$ cat config.mk
export PLATFORM = sky130hd
export DESIGN_NAME = fifo_burst_reader
export DESIGN_NICKNAME = d
export VERILOG_FILES = /design/src/rtl/fifo_burst_reader.sv
export SDC_FILE = /design/constraint.sdc
export NUM_CORES = 1
export LEC_CHECK = 0
export ABC_AREA = 1
export BUFFER_PORTS_ARGS = -buffer_cell sky130_fd_sc_hd__buf_2
export CAP_MARGIN = 20
export CELL_PAD_IN_SITES_DETAIL_PLACEMENT = 0
export CELL_PAD_IN_SITES_GLOBAL_PLACEMENT = 1
export CORE_MARGIN = 2
export CORE_UTILIZATION = 38
export DETAILED_ROUTE_END_ITERATION = 10
export HOLD_SLACK_MARGIN = 0.08
export PLACE_DENSITY_LB_ADDON = 0.1
export SLEW_MARGIN = 30
export SYNTH_ARGS = -nofsm -noshare
export SYNTH_HDL_FRONTEND = slang
export SYNTH_SLANG_ARGS = --single-unit
$ cat constraint.sdc
create_clock -name clk -period 4.1 [get_ports clk]
set_input_delay 0.41 -clock clk [delete_from_list [all_inputs] [get_ports clk]]
set_output_delay 0.41 -clock clk [all_outputs]
set_load 0.05 [all_outputs]
$ cat src/rtl/fifo_burst_reader.sv
// Read-side burst controller for a show-ahead FIFO: pops N words onto a registered valid/ready stream.
// Optional stall timeout/abort is enabled with `define FIFO_BURST_READER_TIMEOUT_EN.
module fifo_burst_reader #(
   parameter int WIDTH     = 8,
   parameter int MAX_BURST = 16,
   parameter int TIMEOUT   = 64,
   localparam int LW       = $clog2(MAX_BURST) + 1
) (
   input  logic             clk,
   input  logic             rst_n,
   input  logic             start,
   input  logic [LW-1:0]    burst_len,
   output logic             busy,
   output logic             done,
   output logic             err,
   input  logic [WIDTH-1:0] fifo_data,
   input  logic             fifo_valid,
   output logic             fifo_ren,
   output logic [WIDTH-1:0] out_data,
   output logic             out_valid,
   input  logic             out_ready,
   output logic             out_last
);

   typedef enum logic [1:0] {
      IDLE   = 2'd0,
      STREAM = 2'd1,
      FLUSH  = 2'd2,
      DONE   = 2'd3
   } state_t;

   if (MAX_BURST < 1 || TIMEOUT < 1) begin : g_param_check
      $error("fifo_burst_reader: MAX_BURST and TIMEOUT must be at least 1");
   end

   state_t        state_r;
   logic [LW-1:0] remaining_r;
   logic [LW-1:0] len_sat_s;
   logic          pop_s;
   logic          hs_s;
   logic          timeout_s;
   logic          abort_r;

   // Clamp oversized requests to the largest supported burst
   always_comb begin
      len_sat_s = burst_len;
      if (burst_len > LW'(MAX_BURST)) begin
         len_sat_s = LW'(MAX_BURST);
      end else begin
         len_sat_s = burst_len;
      end
   end

   // A pop may replace the output word in the same cycle it is accepted, so no bubble
   assign pop_s    = (state_r == STREAM) && (remaining_r != '0) && fifo_valid
                     && (!out_valid || out_ready);
   assign hs_s     = out_valid && out_ready;
   assign fifo_ren = pop_s;

`ifdef FIFO_BURST_READER_TIMEOUT_EN
   localparam int SW = $clog2(TIMEOUT + 1);

   logic [SW-1:0] stall_r;
   logic          stall_s;

   assign stall_s   = (state_r == STREAM) && (remaining_r != '0) && !fifo_valid;
   assign timeout_s = stall_s && (stall_r == SW'(TIMEOUT - 1));

   // Stall counter and abort flag; the flag turns the eventual done into an error completion
   always_ff @(posedge clk or negedge rst_n) begin
      if (!rst_n) begin
         stall_r <= '0;
         abort_r <= 1'b0;
      end else begin
         if (pop_s || (state_r != STREAM)) begin
            stall_r <= '0;
         end else if (stall_s) begin
            stall_r <= stall_r + SW'(1);
         end
         if (state_r == DONE) begin
            abort_r <= 1'b0;
         end else if (timeout_s) begin
            abort_r <= 1'b1;
         end
      end
   end
`else
   assign timeout_s = 1'b0;
   assign abort_r   = 1'b0;
`endif

   // Burst sequencing and the registered output stage
   always_ff @(posedge clk or negedge rst_n) begin
      if (!rst_n) begin
         state_r     <= IDLE;
         remaining_r <= '0;
         out_data    <= '0;
         out_valid   <= 1'b0;
         out_last    <= 1'b0;
         busy        <= 1'b0;
         done        <= 1'b0;
         err         <= 1'b0;
      end else begin
         done <= 1'b0;
         err  <= 1'b0;

         if (pop_s) begin
            out_data    <= fifo_data;
            out_valid   <= 1'b1;
            out_last    <= (remaining_r == LW'(1));
            remaining_r <= remaining_r - LW'(1);
         end else if (hs_s) begin
            out_valid <= 1'b0;
            out_last  <= 1'b0;
         end

         case (state_r)
            IDLE: begin
               if (start) begin
                  if (len_sat_s != '0) begin
                     state_r     <= STREAM;
                     remaining_r <= len_sat_s;
                     busy        <= 1'b1;
                  end else begin
                     state_r <= DONE;
                     done    <= 1'b1;
                  end
               end
            end
            STREAM: begin
               if (pop_s && (remaining_r == LW'(1))) begin
                  state_r <= FLUSH;
               end else if (timeout_s) begin
                  // Abandon the unpopped words; a pending word must still drain
                  remaining_r <= '0;
                  if (out_valid && !out_ready) begin
                     state_r <= FLUSH;
                  end else begin
                     state_r <= DONE;
                     busy    <= 1'b0;
                     done    <= 1'b1;
                     err     <= 1'b1;
                  end
               end
            end
            FLUSH: begin
               if (hs_s) begin
                  state_r <= DONE;
                  busy    <= 1'b0;
                  done    <= 1'b1;
                  err     <= abort_r;
               end
            end
            DONE: begin
               state_r <= IDLE;
            end
            default: begin
               state_r <= IDLE;
            end
         endcase
      end
   end

endmodule
Word-level counts from Yosys, hierarchy flattened
Cells that the tools add are included.
{ "word_totals": {"ff_bits": 19, "output_inout_bits": 14} }
{ "classes": {"n_addsub": 1, "magnitude_cmp": 1, "eq_ne": 8, "mux": 20, "reduce_logical": 14} }
{ "op_table": {"columns": ["operator", "count"], "rows": [
  ["5-bit two-way mux", 5],
  ["5-bit nonzero test", 2],
  ["1-bit two-way mux", 8],
  ["2-bit two-way mux", 4],
  ["2-bit case mux with 4 select lines", 1],
  ["2-bit inequality test (second input constant)", 3],
  ["5-bit by 1-bit equality test with 1-bit output (second input constant)", 1],
  ["5-bit > comparator (second input constant)", 1],
  ["1-bit logical AND", 5],
  ["5-bit by 1-bit subtractor with 5-bit output (second input constant)", 1],
  ["2-bit equality test (second input constant)", 2],
  ["1-bit case mux with 2 select lines", 2],
  ["4-bit AND reduction", 1],
  ["2-bit nonzero test", 2],
  ["3-bit AND reduction", 1],
  ["2-bit by 1-bit equality test with 1-bit output (second input constant)", 1],
  ["2-bit logical NOT", 1],
  ["2-bit by 1-bit inequality test with 1-bit output (second input constant)", 1],
  ["1-bit logical NOT", 1],
  ["1-bit logical OR", 1]
]} }

Longest topological paths before layout
Gate-level depths: netlist of run 1.
{ "logic_depth": {"depth_word": 8, "mapped_depth": 11, "depth_no_buf": 11} }

Worst setup path before layout of run 1
OpenSTA, ideal clock, no wires.
{ "synth_path": {"path_type": "register -> output", "from": "register out_valid", "to": "output fifo_ren", "arrival_ps": 1318, "t_required_ps": 3690, "path_slack_ps": 2372, "path_stages_with_launch": 6, "path_cell_list": "dfrtp_1 -> nand2_2 -> nand2_2 -> nand3_4 -> inv_2 -> buf_6"} }
{ "synth_via": {"elab_chain_len": 3} }
{ "synth_rtl": {"columns": ["element", "line", "text"], "rows": [
  ["from (decl)", "20", "output logic out_valid,"],
  ["from (signal assigned)", "98", "out_valid <= 1'b0;"],
  ["from (signal assigned)", "109", "out_valid <= 1'b1;"],
  ["from (signal assigned)", "113", "out_valid <= 1'b0;"],
  ["1-bit logical NOT", "56", "&& (!out_valid || out_ready);"],
  ["1-bit logical OR", "56", null],
  ["1-bit logical AND", "56", null],
  ["to (decl)", "18", "output logic fifo_ren,"]
]} }
Every way passes these cells.

Worst setup path in the final report of run 1
{ "layout_path": {"from": "register state_r[1]", "to": "output fifo_ren"} }
{ "layout_via": {"elab_chain_len": 4} }
{ "layout_rtl": {"columns": ["element", "line", "text"], "rows": [
  ["from (decl)", "36", "state_t state_r;"],
  ["from (signal assigned)", "95", "state_r <= IDLE;"],
  ["from (signal assigned)", "121", "state_r <= STREAM;"],
  ["from (signal assigned)", "125", "state_r <= DONE;"],
  ["2-bit by 1-bit equality test with 1-bit output", "55", "assign pop_s = (state_r == STREAM) && (remaining_r != '0) && fifo_valid"],
  ["1-bit logical AND (2 in series)", "55", null],
  ["1-bit logical AND", "56", null]
]} }
Every way passes these cells.

==> results of run 1 <==
-- report_power, final --
| group | internal [mW] | switching (mW) | total [mW] |
|---|---|---|---|
| combinational | 0.173 | 0.435 | 0.608 |
| clock | 0.0363 | 0.0593 | 0.0956 |
| sequential | 0.269 | 0.0495 | 0.318 |
-- critical path, stage by stage (launching register included) --
cell	delay, ns
dfrtp_1	0.42
inv_1	0.08
ha_1	0.16
nand2_1	0.05
inv_1	0.12
nand3_4	0.20
inv_2	0.24
buf_2	0.31
-- synth_stat cells, drive strengths merged --
| master | count |
|---|---|
| nand4 | 2 |
| inv | 17 |
| nand2 | 67 |
| dfrtp | 19 |
| xor2 | 2 |
| nor2 | 6 |
| nand3 | 12 |
| ha | 6 |
| a21oi | 1 |
| buf | 3 |
| o22ai | 1 |
| xnor2 | 1 |
| o21ai | 4 |
| conb | 1 |
-- metal layers --
metal	vias to the layer above	global-route usage
met5	-	0
met4	0	0.0698
met3	2	0.0204
met2	31	0.255
met1	414	0.167
li1	499	-
-- state kept, by name, summed over array words and instances, names as in the netlist --
signal,count
done,1
out_last,1
out_data,8
out_valid,1
busy,1
remaining_r,5
state_r,2
-- metrics by stage --
stage,cell area (um2),hold WS [ns],std cells,setup WS (ns),util
2_1_floorplan,1080,0.114,142,2.37,-
3_3_place_gp,1240,0.378,200,2.16,0.453
3_5_place_dp,1240,0.376,200,2.12,0.453
4_1_cts,1270,0.288,205,1.76,0.466
5_1_grt,1270,0.282,205,1.64,0.466
6_report,1270,0.291,205,1.79,0.466
-- final timing paths --
kind                         startpoint             end  slack [ns]  cells past startpoint
setup reg to reg             state_r[1]  remaining_r[0]        2.48                     10
hold / removal             fifo_data[7]     out_data[7]        0.29                      3
hold reg to reg             out_data[2]     out_data[2]        0.49                      2
setup / recovery             state_r[1]        fifo_ren        1.79                      7
min in group asynchronous         rst_n       out_valid        0.57                      2
max in group asynchronous         rst_n  remaining_r[0]        3.21                      2
-- area by class of cell --
| type | instances | area [um2] | share of cell area |
|---|---|---|---|
| repair buffers | 31 | 160 | 0.126 |
| clock inverters | 1 | 5.00 | 0.00393 |
| clock buffers | 3 | 22.5 | 0.0177 |
| well taps | 31 | 38.8 | 0.0304 |
| inverters | 17 | 63.8 | 0.0500 |
| flip-flops and latches | 19 | 475 | 0.373 |
| multi-input cells | 103 | 509 | 0.399 |
-- cells in the final DEF (no fill, tap or decap) --
| master | synthesis | routed |
|---|---|---|
| o21ai_2 | 1 | 1 |
| nand4_1 | 2 | 2 |
| nand3_4 | 1 | 1 |
| clkbuf_4 | 0 | 3 |
| buf_2 | 0 | 30 |
| a21oi_1 | 1 | 1 |
| xnor2_1 | 1 | 1 |
| nand2_2 | 4 | 4 |
| dlygate4sd3_1 | 0 | 1 |
| xor2_1 | 2 | 2 |
| nor2_1 | 6 | 6 |
| nand2_1 | 63 | 63 |
| nand3_1 | 11 | 11 |
| conb_1 | 1 | 1 |
| ha_1 | 6 | 6 |
| o22ai_1 | 1 | 1 |
| dfrtp_1 | 19 | 19 |
| o21ai_0 | 3 | 3 |
| inv_1 | 16 | 16 |
| clkinv_2 | 0 | 1 |
| inv_2 | 1 | 1 |
-- kinds of logic after synthesis --
group           after synthesis  synth area share
compound gates                6            0.0325
simple gates                 87             0.342
buf+inv                      20            0.0870
xor+xnor                      3            0.0244
other cells                   1           0.00348
flops                        19             0.441
fa+ha+maj                     6            0.0696
==> run_results.csv, run 1 <==
group,metric,value,unit
outcome,status,"complete, no violations",
place,globalplace.congestion,0.858,
setup_path,startpoint_type,"flop",
cts,cts_buffer_depth,2,
finish,syn2layout_area_growth,18.2,%
synthesis,syn_area,0.00108,mm2
floorplan,die_area,0.00328,mm2
cts,path_clk_slew,0.12,ns
detailed_routing,drtAntennaViolNets,0,
cts,cts_tree,"done",
detailed_routing,drc,0,
synthesis,syn_inst,142,
floorplan,die_w,57.3,um
detailed_routing,drt_wl_total,2130,um
cts,cts-root-buf,"clkbuf_4",
min_path,hold_path_class,"in -> reg",
global_routing,grt_pass1_vias,881,
detailed_routing,dr.pass1.iters,4,
floorplan,num_rows,19,
setup_path,cp-end-kind,"output port",
timing,hold_viol,0,
power_and_ir_drop,p_leak,0.754,nW
synthesis,synth_cell_type_count,19,
detailed_routing,vias,946,
synthesis,ys_seq_elements,19,
timing,final.setup.tns,0,ns
synthesis,yosys_warnings,0,
synthesis,ys_seq_area_frac,0.441,
detailed_routing,vias_per_cell,4.61,
place,dpl.hpwl,1690,um
global_routing,grt_max_degree,20,
cts,ctsResizeCount,0,
timing,clock_skew,0.0183,ns
synthesis,synth_area_leaders,"dfrtp_1 44%, nand2_1 22%, ha_1 7.0%, inv_1 5.6%, nand3_1 5.1%",
synthesis,yosys.area.top_type,"dfrtp_1",
synthesis,syn-num-nets,166,
finish,drive_gt1_frac,0.236,
detailed_routing,drt-met1-wl,967,um
global_routing,grt_pass1_wl,3640,um
finish,fin_nets,199,
cts,cts_buffers,3,
finish,n_antenna_cell,0,
setup_path,worstSetupPathType,"reg -> out",
timing,maxSlewViolCount,0,
cts,cts.sinks,19,
power_and_ir_drop,ir_drop,0.532,mV
timing,grt_setup_unrepaired,"false",
floorplan,die_h,57.3,um
detailed_routing,wl_met2,1010,um
synthesis,synth_top_area_frac,0.441,
setup_path,crit_arrival,1.90,ns
detailed_routing,dr.first_iter.drc_count,27,
floorplan,placeableCoreArea,0.00273,mm2
global_routing,grt_overflow,0,
detailed_routing,top_layer,"met4",
power_and_ir_drop,total_power,1.02,mW
cts,worstSkewPairLatency,0.30,ns
timing,fmax,434,MHz
cts,postCtsHoldBufs,1,
floorplan,num_io_pins,32,
finish,fillCellCount,291,
timing,fin_crit,2.31,ns
global_routing,grt_usage,0.143,
timing,layout_worst_path_cycle_share,0.562,
place,portBuffers,30,
setup_path,crit_fanout,15,
power_and_ir_drop,powerDensity,801,mW/mm2
floorplan,start_util,0.395,
cts,cts_setup_buffers,0,
cts,cts-htree-levels,1,
timing,setup_violations,0,
synthesis,syn-mean-instance-area,7.60,um2
detailed_routing,wl_per_cell,10.4,um
detailed_routing,routed-wl-met3,131,um
job,maxCapViolCount,0,
setup_path,required,3.69,ns
global_routing,antenna_found_initial,0,
Power figures use the tool's default switching activity.
==> run 2: changes to the inputs <==
- CORE_UTILIZATION: 38 -> 32
- clock period: 4.1 -> 1.9 ns (I/O delays scaled with it)
==> run 2 against run 1 <==
Against the previous run: first-iteration DRC count increased by 70%; combinational power is 120% higher; design area up 8.8%; cell count is 12% higher; clock power increased by 110%; largest cell class unchanged; largest power group unchanged.
==> run_results.csv, run 2 (same netlist as run 1, synthesis figures left out) <==
group,metric,value,unit
floorplan,num_io_pins,32,
min_path,hold_path_class,"in -> reg",
setup_path,required,1.71,ns
outcome,status,"complete, no violations",
timing,maxSlewViolCount,0,
setup_path,worstSetupPathType,"reg -> out",
setup_path,timing.rr.start,"remaining_r[0]",
finish,finish.instance_area,0.00139,mm2
finish,regMostFlops,"out_data",
power_and_ir_drop,powerDensity,1620,mW/mm2
global_routing,use_met2,0.211,
finish,largest_register_ffs,8,
floorplan,placeableCoreArea,0.00328,mm2
detailed_routing,wl_per_cell,9.91,um
finish,fin_cells,229,
detailed_routing,dr.first_iter.drc_count,46,
global_routing,grt_pass1_wl,3590,um
cts,cts_setup_buffers,0,
finish,syn2layout_area_growth,28.7,%
setup_path,timing.rr.end,"remaining_r[0]",
setup_path,ff2ff_path_depth,11,
timing,fmax,573,MHz
detailed_routing,drt_wl_total,2270,um
power_and_ir_drop,p_leak,0.793,nW
detailed_routing,vias_per_cell,4.25,
place,portBuffers,30,
setup_path,reg2reg_slack,0.39,ns
min_path,min_to,"out_data[4]",
global_routing,antenna_found_initial,0,
cts,path_clk_slew,0.11,ns
global_routing,grt_usage,0.130,
timing,fin_crit,1.75,ns
power_and_ir_drop,total_power,2.25,mW
global_routing,grt_max_degree,20,
floorplan,start_util,0.328,
timing,setup_violations,0,
floorplan,die_area,0.00385,mm2
floorplan,num_rows,21,
global_routing,grt_overflow,0,
cts,cts_tree,"done",
cts,cts_buffers,3,
cts,cts_buffer_depth,2,
global_routing,met3_usage,0.0248,
finish,n_antenna_cell,0,
place,post_dp_cell_area,0.00127,mm2
timing,layout_worst_path_cycle_share,0.919,
floorplan,die_w,62.1,um
place,dpl.hpwl,1820,um
setup_path,cp-end-kind,"output port",
finish,fin_nets,208,
cts,worstSkewPairLatency,0.29,ns
detailed_routing,drc,0,
detailed_routing,dr.pass1.iters,4,
timing,whs,0.0950,ns
min_path,min_path_cells,3,
cts,cts.sinks,19,
detailed_routing,vias,974,
setup_path,crit_fanout,9,
place,globalplace.congestion,0.734,
finish,largest_registers,"out_data x8, remaining_r x5, state_r x2",
setup_path,crit_arrival,1.56,ns
timing,final.setup.tns,0,ns
min_path,hold_start,"fifo_data[4]",
power_and_ir_drop,ir_drop,0.600,mV
finish,drive_gt1_frac,0.240,
floorplan,die_h,62.1,um
detailed_routing,drtAntennaViolNets,0,
finish,final_cell_mix,"63 x nand2_1, 29 x buf_2, 19 x dfrtp_1, 15 x inv_1, 11 x nand3_1",
job,maxCapViolCount,0,
cts,cts-htree-levels,1,
global_routing,grt_pass1_vias,851,
place,dp.cells,217,
finish,final_common_cell,"nand2_1",
setup_path,startpoint_type,"flop",
timing,hold_viol,0,
timing,clock_skew,0.00303,ns
global_routing,grtUsageMet1,0.168,
cts,cts-root-buf,"clkbuf_4",
global_routing,grt_most_used_layer,"met2",
==> run 2: cell types whose count changed in the layout (fill, tap and decap cells not counted), sizes merged <==
| cell | before | now |
|---|---|---|
| dlygate4sd3 | 1 | 8 |
| buf | 30 | 32 |
==> run 2: worst max-delay path by stage <==
stage                     slack (ns)  cells after the start           start              to
after floorplan                 0.31                      8       out_valid  remaining_r[1]
after global placement          0.37                      8  remaining_r[0]        fifo_ren
after detailed placement        0.32                      8  remaining_r[0]        fifo_ren
after CTS                       0.03                      8  remaining_r[0]        fifo_ren
after global routing          -0.002                      8  remaining_r[1]        fifo_ren
final                           0.15                      8  remaining_r[0]        fifo_ren
==> run 2: power by group <==
group / switching, mW / internal (mW)
sequential: 0.110 / 0.580
combinational: 0.952 / 0.406
clock: 0.125 / 0.0782
total: 1.19 / 1.06
==> run 2: stage by stage <==
step / setup WS [ns] / util
floorplan: 0.313 / -
detailed placement: 0.323 / 0.387
global placement: 0.367 / 0.387
finish: 0.154 / 0.422
global route: -0.00194 / 0.422
CTS: 0.0298 / 0.421
==> run 2: routing by layer <==
metal  wire [um]  vias up
met4          27        0
met3         106        2
met5           0        -
met1        1090      435
met2        1050       24
li1            -      513
==> run 2: cell type report <==
cell class | count | area, um2
clock buffers | 3 | 22.5
clock inverters | 1 | 5.00
fillers | 368 | 1900
inverters | 17 | 66.3
multi-input cells | 103 | 509
flip-flops and latches | 19 | 475
well taps | 46 | 57.6
repair buffers | 40 | 251
==> run 2: worst max-delay path, stage by stage, from the launching register on <==
cell and delay (ns):
dfrtp_1 0.41, inv_2 0.07, ha_1 0.19, inv_1 0.05
nor2_1 0.04, nand2_2 0.09, nand3_4 0.13, inv_4 0.12
buf_6 0.16
==> run 2: timing repair <==
item | CTS | global route
hold endpoints to repair | 26 | 0
endpoints found under the setup margin | 1 | 1
hold buffers | 8 | 0
gates resized for setup | 1 | 3
==> run 3: changes to the inputs <==
- ABC_AREA: 1 -> 0
- CORE_UTILIZATION: 32 -> 35
==> run 3 against run 2 <==
Against the previous run: die area is 7.9% lower; register-to-register slack lost 0.24 ns; maximum frequency is 3.2% lower; via count shrank 8.7%; synthesized cell count is 32% lower; wire length rose by 8.6%; first-iteration DRC count fell by 24%; synthesized area grew 0.12%; critical path type unchanged.
==> run_results.csv, run 3 <==
group,metric,value,unit
detailed_routing,dr.first_iter.drc_count,35,
synthesis,syn_area,0.00108,mm2
timing,final.setup.tns,0,ns
setup_path,reg2reg_slack,0.15,ns
synthesis,synthArstFlopShare,1.00,
global_routing,antenna_found_initial,0,
timing,maxSlewViolCount,0,
detailed_routing,dr.pass1.iters,4,
finish,syn2layout_area_growth,34.3,%
setup_path,worst-path-buf-inv,2,
finish,finish.instance_area,0.00145,mm2
min_path,hold_start,"fifo_data[3]",
floorplan,num_rows,20,
detailed_routing,drt_wl_total,2460,um
place,post-place-ws,-0.150,ns
finish,fin_cells,180,
setup_path,startpoint_type,"flop",
global_routing,grt_pass1_wl,3910,um
synthesis,yosysMostFrequentCell,"dfrtp_1",
setup_path,crit_fanout,4,
synthesis,syn-num-nets,121,
min_path,hold_path_class,"in -> reg",
power_and_ir_drop,p_leak,0.720,nW
power_and_ir_drop,powerDensity,1850,mW/mm2
cts,cts_buffers,3,
timing,fmax,555,MHz
detailed_routing,vias_per_cell,4.94,
floorplan,die_h,59.5,um
floorplan,start_util,0.360,
floorplan,die_area,0.00355,mm2
detailed_routing,drc,0,
setup_path,crit_arrival,1.61,ns
power_and_ir_drop,ir_drop,0.733,mV
place,dp.cells,170,
place,portBuffers,30,
setup_path,ff2ff_path_depth,7,
min_path,min_path_cells,2,
cts,cts_buffer_depth,2,
cts,cts-root-buf,"clkbuf_4",
place,globalplace.congestion,0.745,
finish,largest_register_ffs,8,
setup_path,cp-end-kind,"output port",
synthesis,synth_top_area_frac,0.440,
synthesis,yosys.area.top_type,"dfrtp_1",
cts,cts_tree,"done",
setup_path,crit_slowest_cell,"dfrtp_1",
synthesis,synth_area_leaders,"dfrtp_1 44%, mux2_4 11%, ha_1 7.0%, nand2_1 3.1%, mux2i_1 2.8%",
cts,worstSkewPairLatency,0.31,ns
finish,final_cell_mix,"30 x buf_2, 19 x dfrtp_1, 17 x buf_4, 9 x nand2_1, 8 x mux2_4",
floorplan,num_io_pins,32,
synthesis,synthTopCellsByCount,"19 x dfrtp_1, 9 x nand2_1, 8 x mux2_4",
synthesis,ys_seq_elements,19,
floorplan,placeableCoreArea,0.00300,mm2
setup_path,path_delay_family,"flip-flops",
synthesis,synth_ff_type,"dfrtp_1",
timing,setup_violations,0,
global_routing,grt_usage,0.152,
finish,regMostFlops,"out_data",
setup_path,timing.rr.start,"remaining_r[1]",
place,post_dp_cell_area,0.00135,mm2
place,dpl.hpwl,1830,um
cts,cts.sinks,19,
timing,fin_ws,0.0966,ns
synthesis,synth_edf_count,0,
setup_path,crit_chain,"inv_2 -> ha_4 -> nor4b_4 -> nor3_4 -> buf_2",
setup_path,worstSetupPathType,"reg -> out",
cts,cts-htree-levels,1,
timing,whs,0.0983,ns
power_and_ir_drop,total_power,2.68,mW
finish,fillCellCount,303,
setup_path,required,1.71,ns
finish,largest_registers,"out_data x8, remaining_r x5, state_r x2",
synthesis,ys_seq_area_frac,0.440,
cts,path_clk_slew,0.12,ns
detailed_routing,drtAntennaViolNets,0,
detailed_routing,vias,889,
timing,layout_worst_path_cycle_share,0.949,
timing,fin_crit,1.80,ns
synthesis,yosys_warnings,0,
job,maxCapViolCount,0,
detailed_routing,wl_per_cell,13.7,um
finish,drive_gt1_frac,0.469,
synthesis,syn_inst,97,
floorplan,die_w,59.5,um
global_routing,grt_max_degree,20,
finish,n_antenna_cell,0,
synthesis,syn-mean-instance-area,11.1,um2
finish,fin_nets,172,
finish,final_util,0.483,
min_path,min_to,"out_data[3]",
timing,hold_viol,0,
synthesis,synth_cell_type_count,33,
global_routing,grt_overflow,0,
setup_path,timing.rr.end,"state_r[1]",
outcome,status,"complete, no violations",
setup_path,timing.critical_path.slowest_cell_delay,0.41,ns
global_routing,grt_pass1_vias,828,
timing,clock_skew,0.00724,ns
finish,final_common_cell,"buf_2",
## run 3: cell types whose count changed after synthesis, moves of 2 or more
cell     delta
inv_1      -10
mux2_4      +8
mux2i_1     +3
nand2_1    -54
nand2_2     -4
nand3_1     -5
o21ai_0     +3
xnor2_1     +2
xor2_1      -2
## run 3: cell type report
cell class | instances | area (um2) | share of cell area
multi-input combinational | 69 | 584 | 0.403
sequential | 19 | 475 | 0.328
timing repair buffer | 49 | 299 | 0.206
tap | 33 | 41.3 | 0.0285
clock buffer | 3 | 22.5 | 0.0155
inverter | 6 | 22.5 | 0.0155
clock inverter | 1 | 5.00 | 0.00345
## run 3: kinds of logic (layout without fill, tap and decap cells)
| family | count (synthesis) | count (layout) | synth area share |
|---|---|---|---|
| xor gates and xnor gates | 3 | 3 | 0.0243 |
| buffers and inverters | 9 | 59 | 0.0417 |
| and+or+nand+nor | 34 | 34 | 0.188 |
| AOI/OAI and AO/OA | 13 | 13 | 0.0834 |
| other | 1 | 1 | 0.00347 |
| adders and majority gates | 6 | 6 | 0.0695 |
| muxes | 12 | 12 | 0.149 |
| DFF | 19 | 19 | 0.440 |
## run 3: report_power, final
group	switching [mW]	total, mW	leakage, nW	internal [mW]
Sequential	0.118	0.711	0.232	0.593
Combinational	0.998	1.76	0.470	0.758
Clock	0.138	0.217	0.0177	0.0786
## run 3: how the worst max path moves through the flow
| stage | startpoint | to | slack [ns] | cells past startpoint |
|---|---|---|---|---|
| floorplan | remaining_r[0] | out_data[0] | 0.20 | 6 |
| finish | remaining_r[1] | fifo_ren | 0.1 | 5 |
| CTS | remaining_r[1] | fifo_ren | 0.0002 | 5 |
| global placement | remaining_r[0] | fifo_ren | -0.33 | 5 |
| global route | remaining_r[1] | fifo_ren | -0.003 | 5 |
| detailed placement | remaining_r[1] | remaining_r[1] | -0.15 | 6 |
## run 3: metal layers
layer  track usage  routed length (um)  vias up
met5             0                   0        -
met4        0.0476                  19        0
met3        0.0502                  95        2
met2         0.235                1180       15
met1         0.200                1170      432
li1              -                   -      440
## run 3: timing repair
item | CTS | global route
cloned | 0 | 0
hold buffers | 1 | 0
setup endpoints to repair | 13 | 13
pin swaps | 3 | 3
buffers inserted | 2 | 4
hold endpoints to repair | 19 | 0
gates resized for setup | 1 | 5
